<file path="config.mk">
export PLATFORM = sky130hd
export DESIGN_NAME = serial_subtractor
export DESIGN_NICKNAME = d
export VERILOG_FILES = /design/src/rtl/serial_subtractor_pkg.sv /design/src/rtl/serial_subtractor_cell.sv /design/src/rtl/serial_subtractor.sv
export SDC_FILE = /design/constraint.sdc
export NUM_CORES = 1
export LEC_CHECK = 0
export BUFFER_PORTS_ARGS = -buffer_cell sky130_fd_sc_hd__buf_2
export CORE_MARGIN = 4
export CORE_UTILIZATION = 48
export CTS_BUF_LIST = sky130_fd_sc_hd__clkbuf_8 sky130_fd_sc_hd__clkbuf_16
export CTS_CLUSTER_DIAMETER = 40
export DETAILED_ROUTE_END_ITERATION = 7
export GPL_TIMING_DRIVEN = 0
export PLACE_DENSITY_LB_ADDON = 0.2
export SLEW_MARGIN = 5
export SYNTH_ARGS = -nofsm -noshare
export SYNTH_HDL_FRONTEND = slang
export SYNTH_SLANG_ARGS = --single-unit
</file>
<file path="constraint.sdc">
create_clock -name clk -period 1.36 [get_ports clk]
set_input_delay 0.204 -clock clk [delete_from_list [all_inputs] [get_ports clk]]
set_output_delay 0.204 -clock clk [all_outputs]
set_load 0.05 [all_outputs]
</file>
<file path="src/rtl/serial_subtractor_pkg.sv">
// Shared types and defaults for the bit-serial subtractor and its companion cells.
// FSM state encoding and the default operand width live here.
package serial_subtractor_pkg;

    typedef enum logic [1:0] {
        ST_IDLE  = 2'd0,
        ST_SHIFT = 2'd1,
        ST_DONE  = 2'd2
    } sub_state_e;

    localparam int DEFAULT_WIDTH = 8;

endpackage

</file>
<file path="src/rtl/serial_subtractor_cell.sv">
// Combinational one-bit full subtractor: d = a - b - bin, bout = borrow out.
// Reusable by any bit-serial arithmetic block.
module full_subtractor_cell (
    input  logic a,
    input  logic b,
    input  logic bin,
    output logic d,
    output logic bout
);

    assign d    = a ^ b ^ bin;
    assign bout = (~a & b) | (~(a ^ b) & bin);

endmodule

</file>
<file path="src/rtl/serial_subtractor.sv">
// Bit-serial subtractor computing a - b - bin LSB first over WIDTH cycles.
// Optional signed-overflow output enabled by SERIAL_SUBTRACTOR_OVERFLOW_EN.
module serial_subtractor
    import serial_subtractor_pkg::*;
#(
    parameter int WIDTH = DEFAULT_WIDTH
) (
    input  logic             clk,
    input  logic             rst_n,
    input  logic             in_valid,
    output logic             in_ready,
    input  logic [WIDTH-1:0] a,
    input  logic [WIDTH-1:0] b,
    input  logic             bin,
    output logic             out_valid,
    input  logic             out_ready,
    output logic [WIDTH-1:0] diff,
    output logic             borrow_out,
    output logic             overflow
);

    localparam int CW = (WIDTH > 1) ? $clog2(WIDTH) : 1;
    localparam logic [CW-1:0] CNT_LAST = CW'(WIDTH - 1);

    // Handshake: a transfer happens on a rising edge where valid and ready are both 1.
    sub_state_e      state_q, state_d;
    logic [WIDTH-1:0] a_q, a_d;
    logic [WIDTH-1:0] b_q, b_d;
    logic [WIDTH-1:0] res_q, res_d;
    logic            br_q, br_d;
    logic [CW-1:0]   cnt_q, cnt_d;
    logic            cell_d, cell_bout;
    logic            cnt_last;
    logic            accept;

    full_subtractor_cell u_cell (
        .a    (a_q[0]),
        .b    (b_q[0]),
        .bin  (br_q),
        .d    (cell_d),
        .bout (cell_bout)
    );

    assign cnt_last = (cnt_q == CNT_LAST);
    assign accept   = (state_q == ST_IDLE) && in_valid;

    always_comb begin
        state_d = state_q;
        a_d     = a_q;
        b_d     = b_q;
        res_d   = res_q;
        br_d    = br_q;
        cnt_d   = cnt_q;
        unique case (state_q)
            ST_IDLE: begin
                if (in_valid) begin
                    a_d     = a;
                    b_d     = b;
                    br_d    = bin;
                    cnt_d   = '0;
                    state_d = ST_SHIFT;
                end
            end
            ST_SHIFT: begin
                // Result fills from the MSB side so bit 0 lands last in position 0.
                res_d = {cell_d, res_q[WIDTH-1:1]};
                a_d   = {1'b0, a_q[WIDTH-1:1]};
                b_d   = {1'b0, b_q[WIDTH-1:1]};
                br_d  = cell_bout;
                if (cnt_last) begin
                    state_d = ST_DONE;
                end else begin
                    cnt_d = cnt_q + CW'(1);
                end
            end
            ST_DONE: begin
                if (out_ready) begin
                    state_d = ST_IDLE;
                end
            end
            default: state_d = ST_IDLE;
        endcase
    end

    always_ff @(posedge clk or negedge rst_n) begin
        if (!rst_n) begin
            state_q <= ST_IDLE;
            a_q     <= '0;
            b_q     <= '0;
            res_q   <= '0;
            br_q    <= 1'b0;
            cnt_q   <= '0;
        end else begin
            state_q <= state_d;
            a_q     <= a_d;
            b_q     <= b_d;
            res_q   <= res_d;
            br_q    <= br_d;
            cnt_q   <= cnt_d;
        end
    end

    assign in_ready   = (state_q == ST_IDLE);
    assign out_valid  = (state_q == ST_DONE);
    assign diff       = res_q;
    assign borrow_out = br_q;

`ifdef SERIAL_SUBTRACTOR_OVERFLOW_EN
    logic a_msb_q, a_msb_d;
    logic b_msb_q, b_msb_d;
    logic ovf_q, ovf_d;

    always_comb begin
        a_msb_d = a_msb_q;
        b_msb_d = b_msb_q;
        ovf_d   = ovf_q;
        if (accept) begin
            a_msb_d = a[WIDTH-1];
            b_msb_d = b[WIDTH-1];
        end
        // The last cell output is the result sign bit.
        if (state_q == ST_SHIFT && cnt_last) begin
            ovf_d = (a_msb_q != b_msb_q) && (cell_d != a_msb_q);
        end
    end

    always_ff @(posedge clk or negedge rst_n) begin
        if (!rst_n) begin
            a_msb_q <= 1'b0;
            b_msb_q <= 1'b0;
            ovf_q   <= 1'b0;
        end else begin
            a_msb_q <= a_msb_d;
            b_msb_q <= b_msb_d;
            ovf_q   <= ovf_d;
        end
    end

    assign overflow = ovf_q;
`else
    logic unused_accept;
    assign unused_accept = accept;
    assign overflow      = 1'b0;
`endif

endmodule

</file>
======== Word level (Yosys, flattened, before mapping) ========
Index checks and enable logic that the tools add are counted.
Widths: inputs -> output; s select.
storage, ports and cells
  bits in registers ....................... 30
  input bits .............................. 21
  output and inout bits ................... 12
  logic and storage cells ................. 39
operators by class
  add/subtract/negate cells ............... 1
  eq/ne operators ......................... 7
  multiplexer cells ....................... 13
  bitwise operators ....................... 7
  reduce and logical (&&, ||, !) cells .... 5
operators by type and width
  operator             number
  $pmux 8 s2           2
  $mux 8               2
  $mux 2               3
  $mux 3               2
  $ne 2x2->1 const B   3
  $pmux 2 s3           1
  $pmux 3 s2           1
  $reduce_and 3->1     2
  $add 3x1->3 const B  1
  $eq 3x3->1 const B   1
  $and 1x1->1          2
  $eq 2x1->1 const B   1
  $eq 2x2->1 const B   1
  $logic_not 2->1      1
  $ne 2x1->1 const B   1
  $not 1->1            2
  $pmux 1 s2           1
  $reduce_and 2->1     1
  $reduce_bool 2->1    1
  $xor 1x1->1          2
  $mux 1               1
  $or 1x1->1           1

======== Logic depth before layout (Yosys ltp) ========
Gate-level depths: netlist (run 1).
  depth after elaboration ................. 5
  gate-level depth with buffers ........... 5
  mapped depth without buffers ............ 4

======== Modules after synthesis ========
From an unflattened synthesis (run 1), not the netlist that was laid out.
unflattened totals
  cell total of the unflattened synthesis .. 136
  area, all modules ....................... 1540.2 µm²
modules (own cells, without submodules)
  module                instances  cells each  area each (µm²)  seq. area each (µm²)
  serial_subtractor     1          132         1508.9           750.7
  full_subtractor_cell  1          4           31.3             0.0

======== Worst setup path after synthesis (run 1) ========
OpenSTA, ideal clock, no wires.
  path type ............................... register -> register
  start ................................... register state_q[0]
  end ..................................... register br_q (netlist: borrow_out)
  library setup time ...................... 0.174 ns
  arrival ................................. 1.482 ns
  data required time ...................... 1.186 ns
  setup slack ............................. -0.296 ns
  stages on the path, launching flop included .. 5
  clock period less this slack ............ 1.656 ns
  path through ............................ dfrtp_1 buf_6 buf_6 nor2_1 a222oi_1
between the ends
  word-level cells in the longest chain between the ends .. 3
RTL lines
  item                                                       line                     RTL
  start: declaration                                         serial_subtractor.sv:26  sub_state_e state_q, state_d;
  start signal: assignment                                   serial_subtractor.sv:94  state_q <= state_d;
  $logic_not 2->1 (*)                                        --
  named net in_ready                                         serial_subtractor.sv:11  output logic in_ready,
  $ne 2x2->1 (no line) or $reduce_bool 2->1 (tied branches)  --
  $reduce_and 2->1 (no line)                                 --
  end signal: assignment                                     serial_subtractor.sv:98  br_q <= br_d;
  end: declaration                                           serial_subtractor.sv:30  logic br_q, br_d;
Mark *: on every way through the listed nets, which the timed path passes. The rest lies on a longest branch.
A chain may end at the register's enable or synchronous reset.

======== Worst setup path after layout (run 1) ========
  start ................................... register state_q[0]
  end ..................................... output out_valid
between the ends
  word-level cells in the longest chain between the ends .. 1
RTL lines
  item              line                      RTL
  $eq 2x2->1        serial_subtractor.sv:104  assign out_valid = (state_q == ST_DONE);
  end: declaration  serial_subtractor.sv:15   output logic out_valid,
No other way between the ends.

==> impl_summary.txt, run 1 <==
----------------------------------------------------
[Critical path]
  Cell type with the highest occurrence count on the critical path ... sky130_fd_sc_hd__buf_6
  Cells along the critical path ... buf_6 -> buf_6 -> and2b_2 -> buf_8
  Critical path fanouts, max ... 8
  Sort of element at the start of the critical path ... flop
  Nature of the critical path endpoint ... output port
  Worst stage delay on the critical path ... 0.39 ns
  Path type of the worst setup path ... flop to output port
  Slowest stage cell, crit path ... sky130_fd_sc_hd__dfrtp_1
  Signal arrival time at the worst endpoint ... 1.30 ns
  Buffers & Inverters on Critical Path ... 3
  Worst path required time ... 1.16 ns
  CP delay by family, top ... buffers and inverters

[Global route]
  Initial antenna violation count ... 0
  Met1 GRT Util ... 21.5%
  Global-route congestion overflow total ... 0
  Wire length of the first global-routing pass ... 5650 microns
  Fraction of met2 tracks used by global routing ... 30.9%
  Busiest grt layer ... met2
  Via count of the first global-routing pass ... 1216
  Met3 routing resource usage after global routing ... 4.57%
  Global routing usage summed across all routing layers ... 18.0%
  Pin count of the biggest net entering global routing ... 31

[Synthesis]
  Count of flip-flops with a built-in enable after synthesis ... 0
  Top_reg_cell synth ... sky130_fd_sc_hd__dfrtp_1
  Biggest area consumer among synthesized cells ... sky130_fd_sc_hd__dfrtp_1
  Distinct cell type count after synthesis ... 31
  Post-synthesis instance area ... 1520 sq um
  Net Count, Synth ... 152
  Mean post-synth cell area ... 11.9 sq um
  Share of Yosys cell area claimed by the top area cell type ... 49.3%
  Most frequent cell after synthesis ... sky130_fd_sc_hd__dfrtp_1
  Yosys warnings ... 0
  Top area cells in the synthesized netlist ... sky130_fd_sc_hd__dfrtp_1 (49%), sky130_fd_sc_hd__mux2_2 (5.9%), sky130_fd_sc_hd__o221a_2 (5.9%)
  Most instantiated cells after synthesis ... sky130_fd_sc_hd__dfrtp_1 (30), sky130_fd_sc_hd__inv_1 (11)
  Fraction of synthesis flops using an asynchronous set or reset pin ... 100%
  Post-synthesis cell count ... 128
  Sequential-to-total area share from yosys stat ... 49.3%
  Seq cells post-synth ... 30

[Place]
  Placement Setup Slack ... -0.0744 ns
  GP Congestion ... 0.810
  Count of buffers from port buffering ... 31
  Cell Count Post-Placement ... 203
  Estimated wirelength of the detail-placed design ... 2310 microns

[Power and ir drop]
  Overall power of the completed layout ... 4.78 mW
  Peak supply drop ... 0.00107 V
  Power per Cell Area ... 2460 nW/um^2
  Leakage power ... 0.895 nW

[Layout]
  Antenna fix cells ... 0
  Finished Core Util ... 63.6%
  Final net count ... 195
  Count of fill cells added during filler insertion ... 268
  Share of final-layout standard cells stronger than drive strength 1 ... 47.1%
  Final cell count without fillers ... 216
  Layout overhead on the synthesized area ... 27.5%

[Clock network]
  Clock latency at the later pin of the worst-skew pair ... 0.28 ns
  Clock tree root driver cell ... sky130_fd_sc_hd__clkbuf_8
  Clock-pin slew on the worst setup and hold paths ... 0.06 ns
  Number of H-tree levels ... 2
  Sink Count ... 30
  Buffers from clock root to sink, at most ... 2
  Clock tree from TritonCTS ... built
  Number of buffers created by CTS ... 5

[STA]
  Total count of hold-check failures in the final report ... 0
  Layout Skew ... 0.00642 ns
  Number of max-slew violations in the final report ... 0
  # setup viols final ... 20
  Post-route worst setup slack ... -0.141 ns
  Actual slew at the worst max-slew pin ... 0.667 ns
  Normalized max-slew margin ... 55.5%
  Setup repair after global routing missed its margin ... true
  Highest Clock Rate ... 666 MHz
  Fraction of the cycle the final worst path needs ... 110%
  Final critical path time including I/O delays and setup ... 1.50 ns

[Routing]
  Detail Route Antenna Nets ... 0
  Routed via count divided by cell count ... 5.43
  # DRC ... 0
  Total wirelength of the detailed-routed design ... 3380 microns
  Via count ... 1172
  Wire per inst ... 15.7 microns
  Number of iterations in the first detailed-routing pass ... 4
  Starting DRC count in detailed routing ... 60

[Worst hold path]
  Path category of the worst min-delay check ... primary input to flop

[Outcome]
  Violations in the final reports ... setup timing
  Result of the run ... finished, violations left

[Die]
  Die footprint ... 4140 sq um
  Number of primary I/O pins ... 33
  Count of standard-cell rows ... 20
  Horizontal die dimension ... 64.3 microns
  Core ar. ... 3050 sq um
  Starting density of the core ... 49.9%
  Die extent in y ... 64.3 microns

[Job]
  Max capacitance violation total ... 0

----------------------------------------------------
[layout by cell type, fill, tap and decap left out, types with 7 or more instances in the layout]
cell	Yosys	layout
sky130_fd_sc_hd__buf_2	6	31
sky130_fd_sc_hd__buf_4	1	7
sky130_fd_sc_hd__dfrtp_1	30	29
sky130_fd_sc_hd__inv_1	11	11
sky130_fd_sc_hd__mux2_2	8	8
sky130_fd_sc_hd__nor3b_1	8	8
sky130_fd_sc_hd__o221a_2	8	8
sky130_fd_sc_hd__or4b_1	8	8
[worst paths after layout]
kind / cells past startpoint / endpoint / slack, ns / from
setup reg to reg: 4 / b_q[4]$_DFFE_PN0P_ / -0.05 / state_q[0]$_DFFE_PN0P_
hold reg to reg: 1 / diff[0]$_DFFE_PN0N_ / 0.50 / diff[0]$_DFFE_PN0N_
setup / recovery: 4 / out_valid / -0.14 / state_q[0]$_DFFE_PN0P_
min in group asynchronous: 2 / diff[1]$_DFFE_PN0N_ / 0.50 / rst_n
max in group asynchronous: 2 / borrow_out$_DFFE_PN0P_ / 0.39 / rst_n
hold / removal: 3 / state_q[1]$_DFFE_PN0P_ / 0.24 / out_ready
[worst min-delay path, cell delays in order]
cell,delay (ns)
sky130_fd_sc_hd__buf_2,0.10
sky130_fd_sc_hd__inv_1,0.05
sky130_fd_sc_hd__a22o_1,0.12
[flip-flops by register name, summed over array words and instances (netlist names)]
| signal | cells |
|---|---|
| cnt_q | 3 |
| a_q | 8 |
| state_q | 2 |
| diff | 8 |
| b_q | 8 |
| borrow_out | 1 |
[layer usage]
metal  wire (microns)  up-vias
li1                 -      559
met3              135        2
met1             1490      583
met5                0        -
met2             1740       28
met4               19        0
[cells by family (layout without fill, tap and decap cells)]
| logic type | count (synthesis) | after routing | share of synthesized area, % |
|---|---|---|---|
| compound gates | 24 | 24 | 14.5 |
| fa+ha+maj | 3 | 3 | 2.96 |
| buf+inv | 24 | 68 | 7.64 |
| flops | 30 | 30 | 49.3 |
| mux | 8 | 8 | 5.92 |
| other cells | 1 | 1 | 0.246 |
| simple gates | 38 | 38 | 19.5 |
[through the flow]
| stage | hold slack (ns) | cell area, sq um | TNS [ns] |
|---|---|---|---|
| 2_1_floorplan | -0.0916 | 1530 | -0.0143 |
| 6_report | 0.238 | 1940 | -0.694 |
| 3_3_place_gp | 0.263 | 1740 | -0.500 |
| 4_1_cts | 0.221 | 1910 | -0.789 |
| 5_1_grt | 0.247 | 1940 | -1.63 |
| 3_5_place_dp | 0.280 | 1740 | -0.907 |
[layout make-up]
type	instances	area (sq um)	share of cell area, %
clock buffers	6	82.6	4.25
repair buffers	37	223	11.5
plain buffers	12	86.3	4.45
multi-input cells	74	693	35.7
clock inverters	2	8.76	0.451
inverters	11	41.3	2.13
flip-flops and latches	30	752	38.7
well taps	44	55.1	2.84
[power breakdown]
part           total [mW]  internal (mW)  leakage [nW]  switching [mW]
clock               0.718          0.400        0.0524           0.318
combinational        2.45           1.09         0.491            1.36
sequential           1.61           1.33         0.352           0.286
total                4.78           2.82         0.895            1.96
[timing repair]
item	in CTS	in global routing
hold buffers	1	0
pin swaps	3	1
gates cloned	1	0
buffers inserted	2	2
setup endpoints to repair	21	29
endpoints found under the hold margin	30	0
resized for setup	16	5
Power figures use the tool's default switching activity.
==> inputs of run 2 (changes only) <==
--- a/config.mk
+++ b/config.mk
@@ -6,13 +6,14 @@
 export NUM_CORES = 1
 export LEC_CHECK = 0
 export BUFFER_PORTS_ARGS = -buffer_cell sky130_fd_sc_hd__buf_2
+export CAP_MARGIN = 20
 export CORE_MARGIN = 4
 export CORE_UTILIZATION = 48
 export CTS_BUF_LIST = sky130_fd_sc_hd__clkbuf_8 sky130_fd_sc_hd__clkbuf_16
 export CTS_CLUSTER_DIAMETER = 40
 export DETAILED_ROUTE_END_ITERATION = 7
 export GPL_TIMING_DRIVEN = 0
-export PLACE_DENSITY_LB_ADDON = 0.2
+export PLACE_DENSITY = 0.75
 export SLEW_MARGIN = 5
 export SYNTH_ARGS = -nofsm -noshare
 export SYNTH_HDL_FRONTEND = slang
==> run 2 against run 1 <==
  * The flow still finishes with violations (setup timing)
  * Sequential power is essentially flat
  * Utilization grew 4.6 points
  * Global-route usage grew 1.2 points
  * Critical path depth is the same
  * Maximum frequency shrank 1.1%
  * Total power grew 6.0%
  * Worst hold slack lost 0.037 ns
  * Register-to-register slack lost 0.09 ns
  * Critical endpoint unchanged
  * Largest power group unchanged
==> impl_summary.txt, run 2 (synthesis gave the netlist of run 1 again) <==
----------------------------------------------------
[Outcome]
  Result of the run ... finished, violations left
  Violations in the final reports ... setup timing

[Die]
  Horizontal die dimension ... 64.3 microns (unchanged)
  Die footprint ... 4140 sq um (unchanged)
  Count of standard-cell rows ... 20 (unchanged)
  Core ar. ... 3050 sq um (unchanged)
  Starting density of the core ... 49.9% (unchanged)
  Number of primary I/O pins ... 33 (unchanged)
  Die extent in y ... 64.3 microns (unchanged)

[STA]
  Final critical path time including I/O delays and setup ... 1.52 ns (+0.0168 ns)
  Total count of hold-check failures in the final report ... 0 (unchanged)
  Actual slew at the worst max-slew pin ... 0.680 ns (+0.0135 ns)
  Normalized max-slew margin ... 54.6% (-0.90 points)
  Fraction of the cycle the final worst path needs ... 112% (+1.2 points)
  Hold Slack ... 0.201 ns (-0.0367 ns)
  Highest Clock Rate ... 659 MHz (-1.1%)
  Post-route worst setup slack ... -0.158 ns (-0.0168 ns)
  Setup repair after global routing missed its margin ... true
  Number of max-slew violations in the final report ... 0 (unchanged)
  Sum of negative setup slack ... -1.55 ns (-0.857 ns)
  # setup viols final ... 19 (-5.0%)
  Layout Skew ... 0.00765 ns (+0.00123 ns)

[Critical path]
  Worst path required time ... 1.16 ns (about the same)
  Cell type with the highest occurrence count on the critical path ... sky130_fd_sc_hd__buf_6
  Path type of the worst setup path ... flop to output port
  Cells along the critical path ... buf_6 -> buf_6 -> and2b_2 -> buf_8
  Worst stage delay on the critical path ... 0.40 ns (about the same)
  Slowest stage cell, crit path ... sky130_fd_sc_hd__dfrtp_1
  Critical path fanouts, max ... 5 (-3)
  Signal arrival time at the worst endpoint ... 1.31 ns (about the same)
  Sort of element at the start of the critical path ... flop
  Nature of the critical path endpoint ... output port

[Clock network]
  Sink Count ... 30 (unchanged)
  Clock latency at the later pin of the worst-skew pair ... 0.28 ns (about the same)
  Clock tree from TritonCTS ... built
  Number of buffers created by CTS ... 5 (unchanged)
  Clock tree root driver cell ... sky130_fd_sc_hd__clkbuf_8
  Number of H-tree levels ... 2 (unchanged)
  Clock-pin slew on the worst setup and hold paths ... 0.07 ns (about the same)
  Buffers from clock root to sink, at most ... 2 (unchanged)

[Layout]
  Layout overhead on the synthesized area ... 36.8%
  Leading cell type in the layout, fill and taps excluded ... sky130_fd_sc_hd__buf_2
  Finished Core Util ... 68.2% (+4.6 points)
  Share of final-layout standard cells stronger than drive strength 1 ... 50.5% (+3.5 points)
  Antenna fix cells ... 0 (unchanged)
  Commonest cells after routing, fill and taps aside ... sky130_fd_sc_hd__buf_2 (31), sky130_fd_sc_hd__dfrtp_1 (28), sky130_fd_sc_hd__inv_1 (13)
  Final net count ... 205 (+5.1%)
  Count of fill cells added during filler insertion ... 240 (-10%)

[Global route]
  Initial antenna violation count ... 0 (unchanged)
  Via count of the first global-routing pass ... 1245 (+2.4%)
  Global-route congestion overflow total ... 0 (unchanged)
  Global routing usage summed across all routing layers ... 19.3% (+1.2 points)
  Pin count of the biggest net entering global routing ... 31 (unchanged)
  Wire length of the first global-routing pass ... 6060 microns (+7.2%)

[Power and ir drop]
  Peak supply drop ... 0.00142 V (+33%)
  Leakage power ... 0.976 nW (+9.0%)
  Power per Cell Area ... 2430 nW/um^2 (-1.2%)
  Overall power of the completed layout ... 5.07 mW (+6.0%)

[Routing]
  Number of iterations in the first detailed-routing pass ... 4 (unchanged)
  Detail Route Antenna Nets ... 0 (unchanged)
  Wire per inst ... 17.5 microns (+11%)
  Routed via count divided by cell count ... 5.53 (+1.9%)
  Via count ... 1249 (+6.6%)
  # DRC ... 0 (unchanged)
  Starting DRC count in detailed routing ... 59 (-1.7%)
  Total wirelength of the detailed-routed design ... 3950 microns (+17%)

[Place]
  GP Congestion ... 0.808 (-0.25%)
  Count of buffers from port buffering ... 31 (unchanged)
  Estimated wirelength of the detail-placed design ... 2400 microns (+4.3%)
  Placement Setup Slack ... -0.104 ns (-0.0291 ns)

[Worst hold path]
  Path category of the worst min-delay check ... primary input to flop

[Job]
  Max capacitance violation total ... 0 (unchanged)

----------------------------------------------------
==> run 2: routing by layer <==
layer	wire, microns	vias up	GRT usage [%]	share of wire, %
li1	-	581	-	-
met5	0	-	0	0
met1	1710	631	24.7	43
met4	64	0	6.60	1.6
met3	166	7	6.50	4.2
met2	2000	30	30.4	51
==> run 2: where the power goes <==
group	internal, mW	switching (mW)	total [mW]
Combinational	1.31	1.47	2.77
Sequential	1.33	0.305	1.63
Clock	0.340	0.316	0.656
Total	2.98	2.09	5.07
==> run 2: worst paths after layout <==
kind                                         from                      to  slack [ns]  cells after the start
max in group asynchronous                   rst_n  borrow_out$_DFFE_PN0P_        0.39                      2
setup reg to reg           state_q[1]$_DFFE_PN0P_      b_q[4]$_DFFE_PN0P_       -0.14                      4
hold reg to reg               diff[0]$_DFFE_PN0N_     diff[0]$_DFFE_PN0N_        0.51                      1
min in group asynchronous                   rst_n     diff[5]$_DFFE_PN0N_        0.49                      2
setup / recovery           state_q[0]$_DFFE_PN0P_               out_valid       -0.16                      4
hold / removal                          out_ready  state_q[1]$_DFFE_PN0P_        0.20                      3
==> run 2: metrics by stage <==
step	std cells	area, sq um
global route	226	2080
finish	226	2080
global placement	203	1740
CTS	219	1950
floorplan	128	1530
detailed placement	203	1740
==> run 2: final cells by class <==
class	count	area, sq um	area share (%)
buffer	13	111	5.35
sequential	30	753	36.2
clock inverter	3	11.3	0.541
multi-input combinational	74	727	34.9
clock buffer	5	68.8	3.30
timing repair buffer	46	315	15.1
tap	44	55.1	2.64
inverter	11	41.3	1.98
==> run 2: worst max-delay path: cells and delay by family, from the launching register on <==
| family | cells | cell delay, ns |
|---|---|---|
| buf+inv | 3 | 0.41 |
| flops | 1 | 0.40 |
| simple gates | 1 | 0.23 |
==> run 2: timing repair <==
action | 4_1_cts | 5_1_grt
endpoints found under the setup margin | 23 | 21
pin swaps | 9 | 4
cloned | 2 | 1
hold buffers | 1 | 0
gates resized for setup | 21 | 17
setup buffers | 5 | 6
endpoints found under the hold margin | 30 | 0
